===== src/rtl/window_frame_sequencer.sv =====
// ---------------------------------------------------------------------------
// window_frame_sequencer
//
// Frame-level controller in front of the Hanning window datapath. It gates
// the raw audio stream into frames of exactly FRAME_LEN samples. It drives
// the coefficient address so that every frame starts at coefficient 0, and
// it opens a frame only once the downstream FFT reports ready. Windowed
// output is tagged with first/last markers delayed by WIN_LATENCY to match
// the window pipeline.
//
// Ports:
//   clk_in            - system clock
//   rst_n_in          - asynchronous active-low reset; release is synchronised
//   start_in          - one-cycle request to begin framing (IDLE only)
//   abort_in          - one-cycle request to kill the current frame
//   cont_in           - level; re-arm automatically after a completed frame
//   fft_ready_in      - level; checked only when a frame is opened
//   audio_sample_in   - raw signed sample
//   audio_valid_in    - raw sample strobe
//   win_sample_out    - sample to the window datapath
//   win_valid_out     - window datapath strobe
//   win_addr_out      - coefficient index of the forwarded sample
//   tag_first_out     - aligned with first windowed sample of a frame
//   tag_last_out      - aligned with last windowed sample of a frame
//   tag_valid_out     - aligned with every windowed sample
//   busy_out          - high in every state except IDLE
//   frame_done_out    - pulse when the last tag leaves the pipeline
//   frame_aborted_out - pulse on an accepted abort
//   dropped_count_out - saturating count of samples seen outside FILL
//
// Build option:
//   WINSEQ_DROP_COUNT_EN - when defined, the 16-bit drop counter is built;
//                          otherwise dropped_count_out is tied to zero.
// ---------------------------------------------------------------------------
module window_frame_sequencer #(
    parameter int DATA_WIDTH  = 8,
    parameter int FRAME_LEN   = 4096,
    parameter int WIN_LATENCY = 3
) (
    input  logic                         clk_in,
    input  logic                         rst_n_in,
    input  logic                         start_in,
    input  logic                         abort_in,
    input  logic                         cont_in,
    input  logic                         fft_ready_in,
    input  logic [DATA_WIDTH-1:0]        audio_sample_in,
    input  logic                         audio_valid_in,
    output logic [DATA_WIDTH-1:0]        win_sample_out,
    output logic                         win_valid_out,
    output logic [$clog2(FRAME_LEN)-1:0] win_addr_out,
    output logic                         tag_first_out,
    output logic                         tag_last_out,
    output logic                         tag_valid_out,
    output logic                         busy_out,
    output logic                         frame_done_out,
    output logic                         frame_aborted_out,
    output logic [15:0]                  dropped_count_out
);

    localparam int ADDR_W  = $clog2(FRAME_LEN);
    localparam int DRAIN_W = (WIN_LATENCY > 1) ? $clog2(WIN_LATENCY) : 1;
    localparam logic [ADDR_W-1:0]  LAST_ADDR  = ADDR_W'(FRAME_LEN - 1);
    localparam logic [DRAIN_W-1:0] DRAIN_LAST = DRAIN_W'(WIN_LATENCY - 1);

    typedef enum logic [1:0] {
        ST_IDLE,
        ST_WAIT_READY,
        ST_FILL,
        ST_DRAIN
    } state_t;

    state_t               state_q, state_d;
    logic                 run_q;
    logic [ADDR_W-1:0]    cnt_q;
    logic [DRAIN_W-1:0]   drain_q;
    // Per stage: [2] valid, [1] first, [0] last
    logic [WIN_LATENCY-1:0][2:0] tag_pipe_q;

    logic abort_hit;
    logic open_frame;
    logic fwd_en;
    logic drain_end;

    // Single release flop: logic stays parked for the first rising edge after
    // rst_n_in deasserts, so the second edge is the first active one.
    always_ff @(posedge clk_in or negedge rst_n_in) begin
        if (!rst_n_in) begin
            run_q <= 1'b0;
        end else begin
            run_q <= 1'b1;
        end
    end

    // ---------------- state register ----------------
    always_ff @(posedge clk_in or negedge rst_n_in) begin
        if (!rst_n_in) begin
            state_q <= ST_IDLE;
        end else if (run_q) begin
            state_q <= state_d;
        end
    end

    // ---------------- next-state logic ----------------
    always_comb begin
        state_d = state_q;
        if (abort_in && (state_q != ST_IDLE)) begin
            state_d = ST_IDLE;
        end else begin
            unique case (state_q)
                // A simultaneous abort suppresses the start even in IDLE.
                ST_IDLE:       if (start_in && !abort_in) state_d = ST_WAIT_READY;
                ST_WAIT_READY: if (fft_ready_in)          state_d = ST_FILL;
                ST_FILL:       if (audio_valid_in && (cnt_q == LAST_ADDR)) state_d = ST_DRAIN;
                ST_DRAIN:      if (drain_q == DRAIN_LAST)
                                   state_d = cont_in ? ST_WAIT_READY : ST_IDLE;
                default:       state_d = ST_IDLE;
            endcase
        end
    end

    // ---------------- output / control decode ----------------
    always_comb begin
        busy_out   = (state_q != ST_IDLE);
        abort_hit  = abort_in && (state_q != ST_IDLE);
        open_frame = (state_q == ST_WAIT_READY) && fft_ready_in && !abort_in;
        fwd_en     = (state_q == ST_FILL) && audio_valid_in && !abort_in;
        drain_end  = (state_q == ST_DRAIN) && (drain_q == DRAIN_LAST) && !abort_in;
    end

    // ---------------- datapath ----------------
    always_ff @(posedge clk_in or negedge rst_n_in) begin
        if (!rst_n_in) begin
            win_sample_out    <= '0;
            win_valid_out     <= 1'b0;
            win_addr_out      <= '0;
            frame_done_out    <= 1'b0;
            frame_aborted_out <= 1'b0;
            cnt_q             <= '0;
            drain_q           <= '0;
            tag_pipe_q        <= '0;
        end else if (run_q) begin
            win_valid_out     <= fwd_en;
            frame_done_out    <= drain_end;
            frame_aborted_out <= abort_hit;

            if (fwd_en) begin
                win_sample_out <= audio_sample_in;
                win_addr_out   <= cnt_q;
            end

            if (abort_hit || open_frame) begin
                cnt_q <= '0;
            end else if (fwd_en) begin
                cnt_q <= cnt_q + 1'b1;
            end

            if ((state_q == ST_DRAIN) && !abort_in) begin
                drain_q <= drain_q + 1'b1;
            end else begin
                drain_q <= '0;
            end

            // Tags trail win_valid_out by WIN_LATENCY cycles; an abort flushes
            // every stage so nothing from the killed frame emerges later.
            if (abort_hit) begin
                tag_pipe_q <= '0;
            end else begin
                for (int unsigned i = WIN_LATENCY - 1; i > 0; i--) begin
                    tag_pipe_q[i] <= tag_pipe_q[i-1];
                end
                tag_pipe_q[0] <= {win_valid_out,
                                  win_valid_out && (win_addr_out == '0),
                                  win_valid_out && (win_addr_out == LAST_ADDR)};
            end
        end
    end

    assign tag_valid_out = tag_pipe_q[WIN_LATENCY-1][2];
    assign tag_first_out = tag_pipe_q[WIN_LATENCY-1][1];
    assign tag_last_out  = tag_pipe_q[WIN_LATENCY-1][0];

`ifdef WINSEQ_DROP_COUNT_EN
    logic [15:0] drop_q;
    logic        drop_en;

    assign drop_en = audio_valid_in && (state_q != ST_FILL);

    always_ff @(posedge clk_in or negedge rst_n_in) begin
        if (!rst_n_in) begin
            drop_q <= '0;
        end else if (run_q && drop_en && (drop_q != '1)) begin
            drop_q <= drop_q + 1'b1;
        end
    end

    assign dropped_count_out = drop_q;
`else
    assign dropped_count_out = '0;
`endif

endmodule

===== config.mk =====
export PLATFORM = sky130hd
export DESIGN_NAME = window_frame_sequencer
export DESIGN_NICKNAME = d
export VERILOG_FILES = /design/src/rtl/window_frame_sequencer.sv
export SDC_FILE = /design/constraint.sdc
export NUM_CORES = 1
export LEC_CHECK = 0
export CAP_MARGIN = 0
export CORE_MARGIN = 2
export CORE_UTILIZATION = 53
export CTS_CLUSTER_SIZE = 24
export DETAILED_ROUTE_END_ITERATION = 8
export GPL_TIMING_DRIVEN = 0
export PLACE_DENSITY = 0.9
export SLEW_MARGIN = 5
export SYNTH_ARGS = -nofsm -noshare
export SYNTH_HDL_FRONTEND = slang
export SYNTH_SLANG_ARGS = --single-unit

===== constraint.sdc =====
create_clock -name clk_in -period 2.9 [get_ports clk_in]
set_input_delay 0.58 -clock clk_in [delete_from_list [all_inputs] [get_ports clk_in]]
set_output_delay 0.58 -clock clk_in [all_outputs]
set_load 0.01 [all_outputs]

==> summary.md, run 1 <==
| Metric | Value |
|---|---|
| Mean Syn Cell Area | `9.179 sq um` |
| Netlist cell types | `38` |
| Clock sinks | `49` |
| Maximum vdd drop | `314.8 uV` |
| DRT Pass-1 Iters | `4` |
| Min Tclk post-route | `2339 ps` |
| First-pass GRT wire length | `8.473 mm` |
| DIE AREA | `5147 sq um` |
| TritonCTS Buffers | `5` |
| Startpoint Class | `flip-flop` |
| Setup CP Type | `reg2out` |
| Post-CTS Setup Bufs | `0` |
| Yosys reg bits | `49` |
| Status | `finished, final reports clean` |
| Synthesized area | `2432 sq um` |
| CP required | `2320 ps` |
| LEAKAGE | `0.001481 uW` |
| CP endpoint kind | `primary output` |
| Reg2reg end | `cnt_q[10]$_DFFE_PN0P_` |
| Final slew viol count | `0` |
| Initial Util | `0.5548` |
| Vias in the first global route | `1938` |
| Fmax | `427.5 MHz` |
| GRT Util Overall | `0.2075` |
| Placed cell count | `374` |
| Dpl hpwl | `3.767 mm` |
| CP dominant cell by count | `inv_1` |
| Root buf cell | `clkbuf_8` |
| Final hold vios | `0` |
| Yosys warning total | `0` |
| Crit path cell chain | `inv_1 -> ha_1 -> inv_1 -> clkdlybuf4s50_1` |
| Slowest CP cell | `clkdlybuf4s50_1` |
| Max-Cap Viols | `0` |
| Worst Skew | `8.078 ps` |
| Avg WL per Cell | `13.17 um` |
| Post-route core utilization | `0.6992` |
| Pwr dens | `571.4 nW/um^2` |
| Post-place setup slack | `551.9 ps` |
| Predominant post-synthesis flop cell | `dfrtp_1` |
| Period utilization | `0.8067` |
| Initial DRC count | `158` |
| Die W | `71.75 um` |
| Total number of vias | `2038` |
| R2R Path Start | `state_q[0]$_DFFE_PN0P_` |
| Number of I/O pins | `58` |
| Cell count after synthesis | `265` |
| Slowest stage delay, CP | `540 ps` |
| FFs w/ async S/R, synth | `1.000` |
| RSZ-0062 raised after global routing | `false` |
| R2R setup slack | `930 ps` |
| Final WS setup | `560.7 ps` |
| Worst slew pin tran | `573.7 ps` |
| Dominant cells by area after synthesis | `dfrtp_1 50%, nand2_1 11%, buf_4 5.2%, ha_1 3.6%, o21ai_0 3.3%` |
| Top-count cell post-synth | `nand2_1` |
| Slew headroom | `0.6149` |
| Antenna fix cells | `0` |
| Hold Slack | `128.6 ps` |
| Area Growth Syn to Fin | `26.03%` |
| WL final | `5.030 mm` |
| Post-cts sizing count | `0` |
| Clk Latency, worst-skew pair | `300 ps` |
| Largest net degree at the start of global routing | `40` |
| ANT nets after route | `0` |
| Antenna violations before repair | `0` |
| Hold Crit Class | `in2async` |
| Clock H-tree levels | `2` |
| Final #Nets | `351` |
| Placer congestion estimate | `0.7817` |
| # rows | `24` |
| Die Y | `71.75 um` |
| Share of the synthesized area in the top cell type | `0.5041` |
| Avg Vias per Cell | `5.335` |
| Worst-path clk slew | `90 ps` |
| Final setup vio count | `0` |
| Top post-synthesis cells by count | `71 x nand2_1, 49 x dfrtp_1, 17 x buf_4` |
| Worst-path fanout max | `7` |
| Synth area leader | `dfrtp_1` |
| DRC | `0` |
| Data arrival, critical path | `1760 ps` |
| Clock Path Buffers | `2` |
| Hold buffers post-CTS | `0` |
| Register area share after synthesis | `0.5041` |
| CORE AREA | `4384 sq um` |
| IO Port Bufs | `41` |
| CTS tree | `built` |
| Number of flops mapped to enable cells by yosys | `0` |
| Grt ovf | `0` |
| Final std cells w/o fill | `382` |
| Fillers | `332` |
| Worst reg2reg path depth | `7` |
| Share of layout cells above drive strength 1 | `0.1000` |
[per-stage QoR]
step	instance area (sq um)	TNS, ps	power, uW
floorplan	2489	0	1123
global placement	2964	-2688	1347
detailed placement	2979	0	1375
CTS	3065	0	1765
global route	3065	0	1853
finish	3065	0	1752
[layout make-up]
class	instances	area, sq um	share of cell area
flip-flops and latches	49	1226	0.4000
multi-input cells	192	1051	0.3429
repair buffers	42	425.4	0.1388
plain buffers	25	158.9	0.05184
clock buffers	5	68.82	0.02245
well taps	52	65.06	0.02122
inverters	14	52.55	0.01714
clock inverters	3	17.52	0.005714
[worst max-delay path: cells and delay by family (launching register included)]
| family | cells | cell delay (ps) |
|---|---|---|
| adders and majority gates | 1 | 260 |
| buffers and inverters | 3 | 740 |
| DFF | 1 | 460 |
[worst max-delay path by stage]
stage	startpoint	endpoint	slack (ps)	cells after the start
global route	state_q[0]$_DFFE_PN0P_	busy_out	460	4
floorplan	state_q[0]$_DFFE_PN0P_	cnt_q[10]$_DFFE_PN0P_	1140	7
detailed placement	abort_in	tag_pipe_q[0]$_DFFE_PN0P_	550	6
global placement	rst_n_in	frame_done_out$_DFFE_PN0P_	-60	1
finish	state_q[0]$_DFFE_PN0P_	busy_out	560	4
CTS	state_q[0]$_DFFE_PN0P_	busy_out	560	4
[state kept, by name (all words and copies together), names as in the netlist]
signal / cells
tag_last_out: 1
drain_q: 2
frame_aborted_out: 1
tag_pipe_q: 6
win_valid_out: 1
frame_done_out: 1
win_addr_out: 12
run_q: 1
state_q: 2
tag_valid_out: 1
cnt_q: 12
tag_first_out: 1
win_sample_out: 8
[placed cells by master, fill, tap and decap left out, types with 2 or more instances in the layout]
master           synthesis  routed
and3_1                   2       2
and4_1                   2       2
buf_2                    1       2
buf_4                   17      17
clkbuf_1                 6       6
clkbuf_8                 0       5
clkdlybuf4s50_1          0      40
clkinv_2                 0       2
conb_1                   2      17
dfrtp_1                 49      49
ha_1                     7       7
inv_1                   14      14
mux2_2                   3       3
nand2_1                 71      71
nand2b_1                 5       5
nand3_1                 15      15
nand4_1                  7       7
nor2_1                   7       7
nor2b_1                  4       4
nor4_1                   4       4
o2111ai_1                2       2
o211ai_1                 5       5
o21ai_0                 16      16
o22ai_1                  2       2
or4_1                    4       4
xor2_1                   5       5
[per-layer routing]
| layer | global-route usage | routed length [um] | vias up | part of all wire |
|---|---|---|---|---|
| li1 | - | - | 984 | - |
| met1 | 0.2611 | 2111 | 971 | 0.42 |
| met2 | 0.3436 | 2528 | 72 | 0.50 |
| met3 | 0.03797 | 261 | 11 | 0.052 |
| met4 | 0.1048 | 128 | 0 | 0.025 |
| met5 | 0 | 0 | - | 0 |
[power by group]
group / switching (uW) / leakage [uW] / internal (uW)
Clock: 225 / 0.0000439 / 167
Combinational: 256 / 0.000768 / 263
Sequential: 69.7 / 0.000670 / 772
Total: 550 / 0.00148 / 1200
[kinds of logic after synthesis]
kind of cell | after synthesis | synth area share
flops | 49 | 0.5041
compound gates | 31 | 0.08231
xor+xnor | 5 | 0.01800
buf+inv | 39 | 0.08693
other cells | 2 | 0.003088
mux | 4 | 0.01800
simple gates | 128 | 0.2515
fa+ha+maj | 7 | 0.03601
(Power assumes the default switching activity.)
==> inputs of run 2 (changes only) <==
--- a/config.mk
+++ b/config.mk
@@ -7,11 +7,11 @@
 export LEC_CHECK = 0
 export CAP_MARGIN = 0
 export CORE_MARGIN = 2
-export CORE_UTILIZATION = 53
+export CORE_UTILIZATION = 49
 export CTS_CLUSTER_SIZE = 24
 export DETAILED_ROUTE_END_ITERATION = 8
 export GPL_TIMING_DRIVEN = 0
-export PLACE_DENSITY = 0.9
+export PLACE_DENSITY = 0.85
 export SLEW_MARGIN = 5
 export SYNTH_ARGS = -nofsm -noshare
 export SYNTH_HDL_FRONTEND = slang
==> constraint.sdc (replaced) <==
create_clock -name clk_in -period 2.2 [get_ports clk_in]
set_input_delay 0.44 -clock clk_in [delete_from_list [all_inputs] [get_ports clk_in]]
set_output_delay 0.44 -clock clk_in [all_outputs]
set_load 0.01 [all_outputs]
==> run 2 against run 1 <==
Sequential power is 32% higher. Sequential share of layout area is 0.44 points lower. Largest cell class unchanged. Utilization is 4.7 points lower. Largest power group unchanged.
==> summary.md, run 2 (same netlist as run 1, synthesis figures left out) <==
| Metric | Value |
|---|---|
| Uppermost layer routed | `met4` |
| TritonCTS Buffers | `5` |
| # rows | `25` |
| IO Port Bufs | `41` |
| Grt ovf | `0` |
| Slew headroom | `0.6370` |
| Final setup vio count | `0` |
| CTS tree | `built` |
| Design Area, Final | `3103 sq um` |
| Area Growth Syn to Fin | `27.57%` |
| Max-Cap Viols | `0` |
| Placer congestion estimate | `0.8268` |
| CORE AREA | `4755 sq um` |
| Die Y | `74.46 um` |
| Hold buffers post-CTS | `0` |
| CP required | `1760 ps` |
| Clock Path Buffers | `2` |
| Most frequent cells in the layout | `71 x nand2_1, 48 x dfrtp_1, 40 x clkdlybuf4s50_1, 19 x buf_4, 17 x conb_1` |
| Commonest non-fill, non-tap cell in the layout | `nand2_1` |
| Clock H-tree levels | `2` |
| Initial Util | `0.5116` |
| Min Tclk post-route | `2091 ps` |
| R2R setup slack | `250 ps` |
| Fmax | `478.1 MHz` |
| Worst-path clk slew | `90 ps` |
| Hold Slack | `0.8435 ps` |
| Crit path cell chain | `inv_1 -> ha_2 -> inv_1 -> clkdlybuf4s50_1` |
| Startpoint Class | `flip-flop` |
| Dpl hpwl | `3.784 mm` |
| Status | `finished, final reports clean` |
| Slowest CP cell | `clkdlybuf4s50_1` |
| Final #Nets | `353` |
| Worst-path fanout max | `5` |
| Total number of vias | `2011` |
| Number of I/O pins | `58` |
| LEAKAGE | `0.001489 uW` |
| Antenna fix cells | `0` |
| Final slew viol count | `0` |
| Clk Latency, worst-skew pair | `300 ps` |
| ANT nets after route | `0` |
| DRC | `0` |
| GRT Util Overall | `0.1936` |
| Setup CP Type | `reg2out` |
| Total power | `2332 uW` |
| Pwr dens | `751.4 nW/um^2` |
| Period utilization | `0.9507` |
| Met2 Routed Length | `2.532 mm` |
| CP dominant cell by count | `inv_1` |
| Maximum vdd drop | `339.3 uV` |
| First-pass GRT wire length | `8.162 mm` |
| Largest net degree at the start of global routing | `40` |
| RSZ-0062 raised after global routing | `false` |
| Die W | `74.46 um` |
| Share of layout cells above drive strength 1 | `0.1114` |
| Initial DRC count | `164` |
| Data arrival, critical path | `1650 ps` |
| Avg Vias per Cell | `5.040` |
| Hold Crit Class | `in2async` |
| Clock sinks | `49` |
| Worst slew pin tran | `540.9 ps` |
| M1 WL | `2.034 mm` |
| Largest registers | `cnt_q: 12 flops, win_addr_out: 12 flops, win_sample_out: 8 flops` |
| WL final | `4.944 mm` |
| Routed wl met3 | `290 um` |
| Final hold vios | `0` |
| DIE AREA | `5544 sq um` |
| Avg WL per Cell | `12.39 um` |
| Worst Skew | `8.021 ps` |
| Vias in the first global route | `1856` |
| CP endpoint kind | `primary output` |
| DRT Pass-1 Iters | `4` |
| Instance area at placement | `2998 sq um` |
| Root buf cell | `clkbuf_8` |
| Antenna violations before repair | `0` |
| Slowest stage delay, CP | `540 ps` |
==> run 2: layout make-up <==
class	instances	area [sq um]
clock buffers	5	68.82
multi-input cells	192	1054
well taps	67	83.83
inverters	14	52.55
flip-flops and latches	49	1227
repair buffers	44	440.4
clock inverters	3	17.52
fillers	400	1652
plain buffers	25	158.9
==> run 2: metrics by stage <==
step                      instances  setup TNS, ps    util  setup WS [ps]
after detailed placement        389         -8.413  0.6305         -7.010
after global routing            399              0  0.6526          10.89
after floorplan                 280              0       -          442.7
after CTS                       397              0  0.6489          56.82
final                           399              0  0.6526          108.5
after global placement          388         -32500  0.6274         -666.3
==> run 2: repair_timing <==
action / 4_1_cts / 5_1_grt
pin swaps: 0 / 0
cloned: 0 / 0
setup endpoints to repair: 1 / 1
resized for setup: 1 / 1
setup buffers: 0 / 2
==> run 2: power breakdown <==
part           leakage [uW]  switching [uW]  internal [uW]
registers          0.000668            89.0           1020
logic              0.000777             345            365
clock network     0.0000439             294            220
total               0.00149             728           1600
==> run 2: routing by layer <==
layer,up-vias,GRT usage
li1,988,-
met1,951,0.2391
met2,64,0.3333
met3,8,0.03930
met4,0,0.07540
met5,-,0
==> run 2: final timing paths <==
check / to / cells after the start / startpoint
max: busy_out / 4 / state_q[1]$_DFFE_PN0P_
min: cnt_q[10]$_DFFE_PN0P_ / 1 / rst_n_in
min in group clk_in: win_sample_out[6]$_DFFE_PN0P_ / 2 / win_sample_out[6]$_DFFE_PN0P_
min reg2reg: win_sample_out[6]$_DFFE_PN0P_ / 2 / win_sample_out[6]$_DFFE_PN0P_
max reg2reg: cnt_q[10]$_DFFE_PN0P_ / 7 / state_q[0]$_DFFE_PN0P_
max in group asynchronous: drain_q[1]$_DFFE_PN0P_ / 2 / rst_n_in
==> run 2: critical path, delay by kind of cell, from the launching register on <==
kind | cells | cell delay, ps
buf+inv | 3 | 720
flops | 1 | 420
fa+ha+maj | 1 | 210
==> inputs of run 3 (changes only) <==
--- a/config.mk
+++ b/config.mk
@@ -11,7 +11,8 @@
 export CTS_CLUSTER_SIZE = 24
 export DETAILED_ROUTE_END_ITERATION = 8
 export GPL_TIMING_DRIVEN = 0
-export PLACE_DENSITY = 0.85
+export PLACE_DENSITY = 0.79
+export SKIP_LAST_GASP = 1
 export SLEW_MARGIN = 5
 export SYNTH_ARGS = -nofsm -noshare
 export SYNTH_HDL_FRONTEND = slang
==> run 3 against run 2 <==
Maximum frequency shrank 0.55%. Design area grew 0.40%. Combinational power is 4.9% lower. Sequential power barely moved. Cell count is 0.50% lower. Register-to-register slack about the same. Worst setup slack lost 12 ps. First-iteration DRC count increased by 21%. Total power rose by 4.2%. Sequential share of layout area down 0.16 points. Sequential cell count unchanged.
==> summary.md, run 3 (same netlist as run 1, synthesis figures left out) <==
| Metric | Value |
|---|---|
| Commonest non-fill, non-tap cell in the layout | `nand2_1` |
| R2R Path Start | `state_q[0]$_DFFE_PN0P_` |
| IO Port Bufs | `41` |
| Clock H-tree levels | `2` |
| CORE AREA | `4755 sq um` |
| Period utilization | `0.9560` |
| LEAKAGE | `0.001495 uW` |
| Antenna violations before repair | `0` |
| Vias in the first global route | `1783` |
| RSZ-0062 raised after global routing | `false` |
| Hold Crit Class | `in2async` |
| Final slew viol count | `0` |
| Largest net degree at the start of global routing | `40` |
| Final #Nets | `351` |
| Share of layout cells above drive strength 1 | `0.1000` |
| Placed cell count | `389` |
| Hold buffers post-CTS | `0` |
| Worst Skew | `3.364 ps` |
| First-pass GRT wire length | `8.128 mm` |
| Slew headroom | `0.6065` |
| Setup CP Type | `reg2out` |
| Post-CTS Setup Bufs | `0` |
| Worst-path fanout max | `7` |
| Slowest stage delay, CP | `530 ps` |
| Total power | `2430 uW` |
| Final std cells w/o fill | `397` |
| Data arrival, critical path | `1660 ps` |
| GRT Util Overall | `0.1882` |
| Area Growth Syn to Fin | `28.09%` |
| CP dominant cell by count | `inv_1` |
| Status | `finished, final reports clean` |
| Worst reg2reg path depth | `7` |
| Register Area | `1227 sq um` |
| Fmax | `475.5 MHz` |
| Placer congestion estimate | `0.8088` |
| Clk Latency, worst-skew pair | `290 ps` |
| Dpl hpwl | `3.620 mm` |
| Post-cts sizing count | `0` |
| CP top delay family | `buffers and inverters` |
| Footprint of the multi-input gates | `1051 sq um` |
| Most frequent cells in the layout | `71 x nand2_1, 48 x dfrtp_1, 40 x clkdlybuf4s50_1, 17 x buf_4, 17 x conb_1` |
| Avg WL per Cell | `12.20 um` |
| Clock sinks | `49` |
| DRC | `0` |
| Die Y | `74.46 um` |
| Number of I/O pins | `58` |
| Pwr dens | `780.0 nW/um^2` |
| Total number of vias | `1957` |
| Clock Path Buffers | `2` |
| Maximum vdd drop | `400.3 uV` |
| Final hold vios | `0` |
| TritonCTS Buffers | `5` |
| Grt ovf | `0` |
| # rows | `25` |
| DRT Pass-1 Iters | `4` |
| WL final | `4.843 mm` |
| Reg2reg end | `tag_pipe_q[0]$_DFFE_PN0P_` |
| Worst-path clk slew | `80 ps` |
| CP required | `1760 ps` |
| Fillers | `402` |
| Final setup vio count | `0` |
| Initial Util | `0.5116` |
| CTS tree | `built` |
| Antenna fix cells | `0` |
| Avg Vias per Cell | `4.929` |
| ANT nets after route | `0` |
| Max-Cap Viols | `0` |
| Worst slew pin tran | `586.3 ps` |
| Die W | `74.46 um` |
| Hold Slack | `8.043 ps` |
| CP endpoint kind | `primary output` |
| Largest registers | `cnt_q: 12 flops, win_addr_out: 12 flops, win_sample_out: 8 flops` |
| DIE AREA | `5544 sq um` |
| Startpoint Class | `flip-flop` |
| Crit path cell chain | `inv_1 -> ha_1 -> inv_1 -> clkdlybuf4s50_1` |
| Slowest CP cell | `clkdlybuf4s50_1` |
| R2R setup slack | `250 ps` |
| Min Tclk post-route | `2103 ps` |
| Root buf cell | `clkbuf_8` |
| Initial DRC count | `199` |
| WP buf/inv | `3` |
[run 3: final cells by class]
cell class	count	area share
Tap cell	67	0.02691
Clock buffer	7	0.02771
Inverter	14	0.01687
Multi-Input combinational cell	192	0.3373
Clock inverter	1	0.009639
Sequential cell	49	0.3940
Buffer	25	0.05100
Timing Repair Buffer	42	0.1365
[run 3: worst register-to-register path: stages (launching register included)]
cell and delay (ps):
dfrtp_2 450, inv_1 110, ha_1 220, or2b_1 110
clkbuf_1 370, nand2_1 110, nor4_1 320, mux2_2 210
[run 3: how the worst max path moves through the flow]
stage | startpoint | endpoint | slack [ps] | depth (start not counted)
CTS | state_q[0]$_DFFE_PN0P_ | busy_out | 30 | 4
floorplan | state_q[0]$_DFFE_PN0P_ | cnt_q[10]$_DFFE_PN0P_ | 440 | 7
global route | state_q[1]$_DFFE_PN0P_ | busy_out | 0.6 | 4
detailed placement | abort_in | tag_pipe_q[0]$_DFFE_PN0P_ | -30 | 6
global placement | rst_n_in | tag_valid_out$_DFFE_PN0P_ | -670 | 1
finish | state_q[0]$_DFFE_PN0P_ | busy_out | 100 | 4
[run 3: routing by layer]
layer  up-vias  GRT usage  share of wire
met3         7    0.03659          0.050
li1        980          -              -
met4         0    0.04167          0.010
met5         -          0              0
met2        45     0.3088           0.50
met1       925     0.2611           0.44
[run 3: per-stage QoR]
stage	setup TNS [ps]	area, sq um	utilization	setup WS, ps
after floorplan	0	2489	-	442.7
after global placement	-32780	2983	0.6274	-671.7
after detailed placement	-32.44	2998	0.6305	-32.44
after CTS	0	3114	0.6550	29.00
after global routing	0	3115	0.6553	0.6078
final	0	3115	0.6553	96.88
[run 3: where the power goes]
part           leakage, uW  total, uW  switching [uW]  internal [uW]
combinational     0.000768        675             331            344
sequential        0.000668       1110            86.7           1020
clock            0.0000585        650             279            371
total              0.00149       2430             697           1730
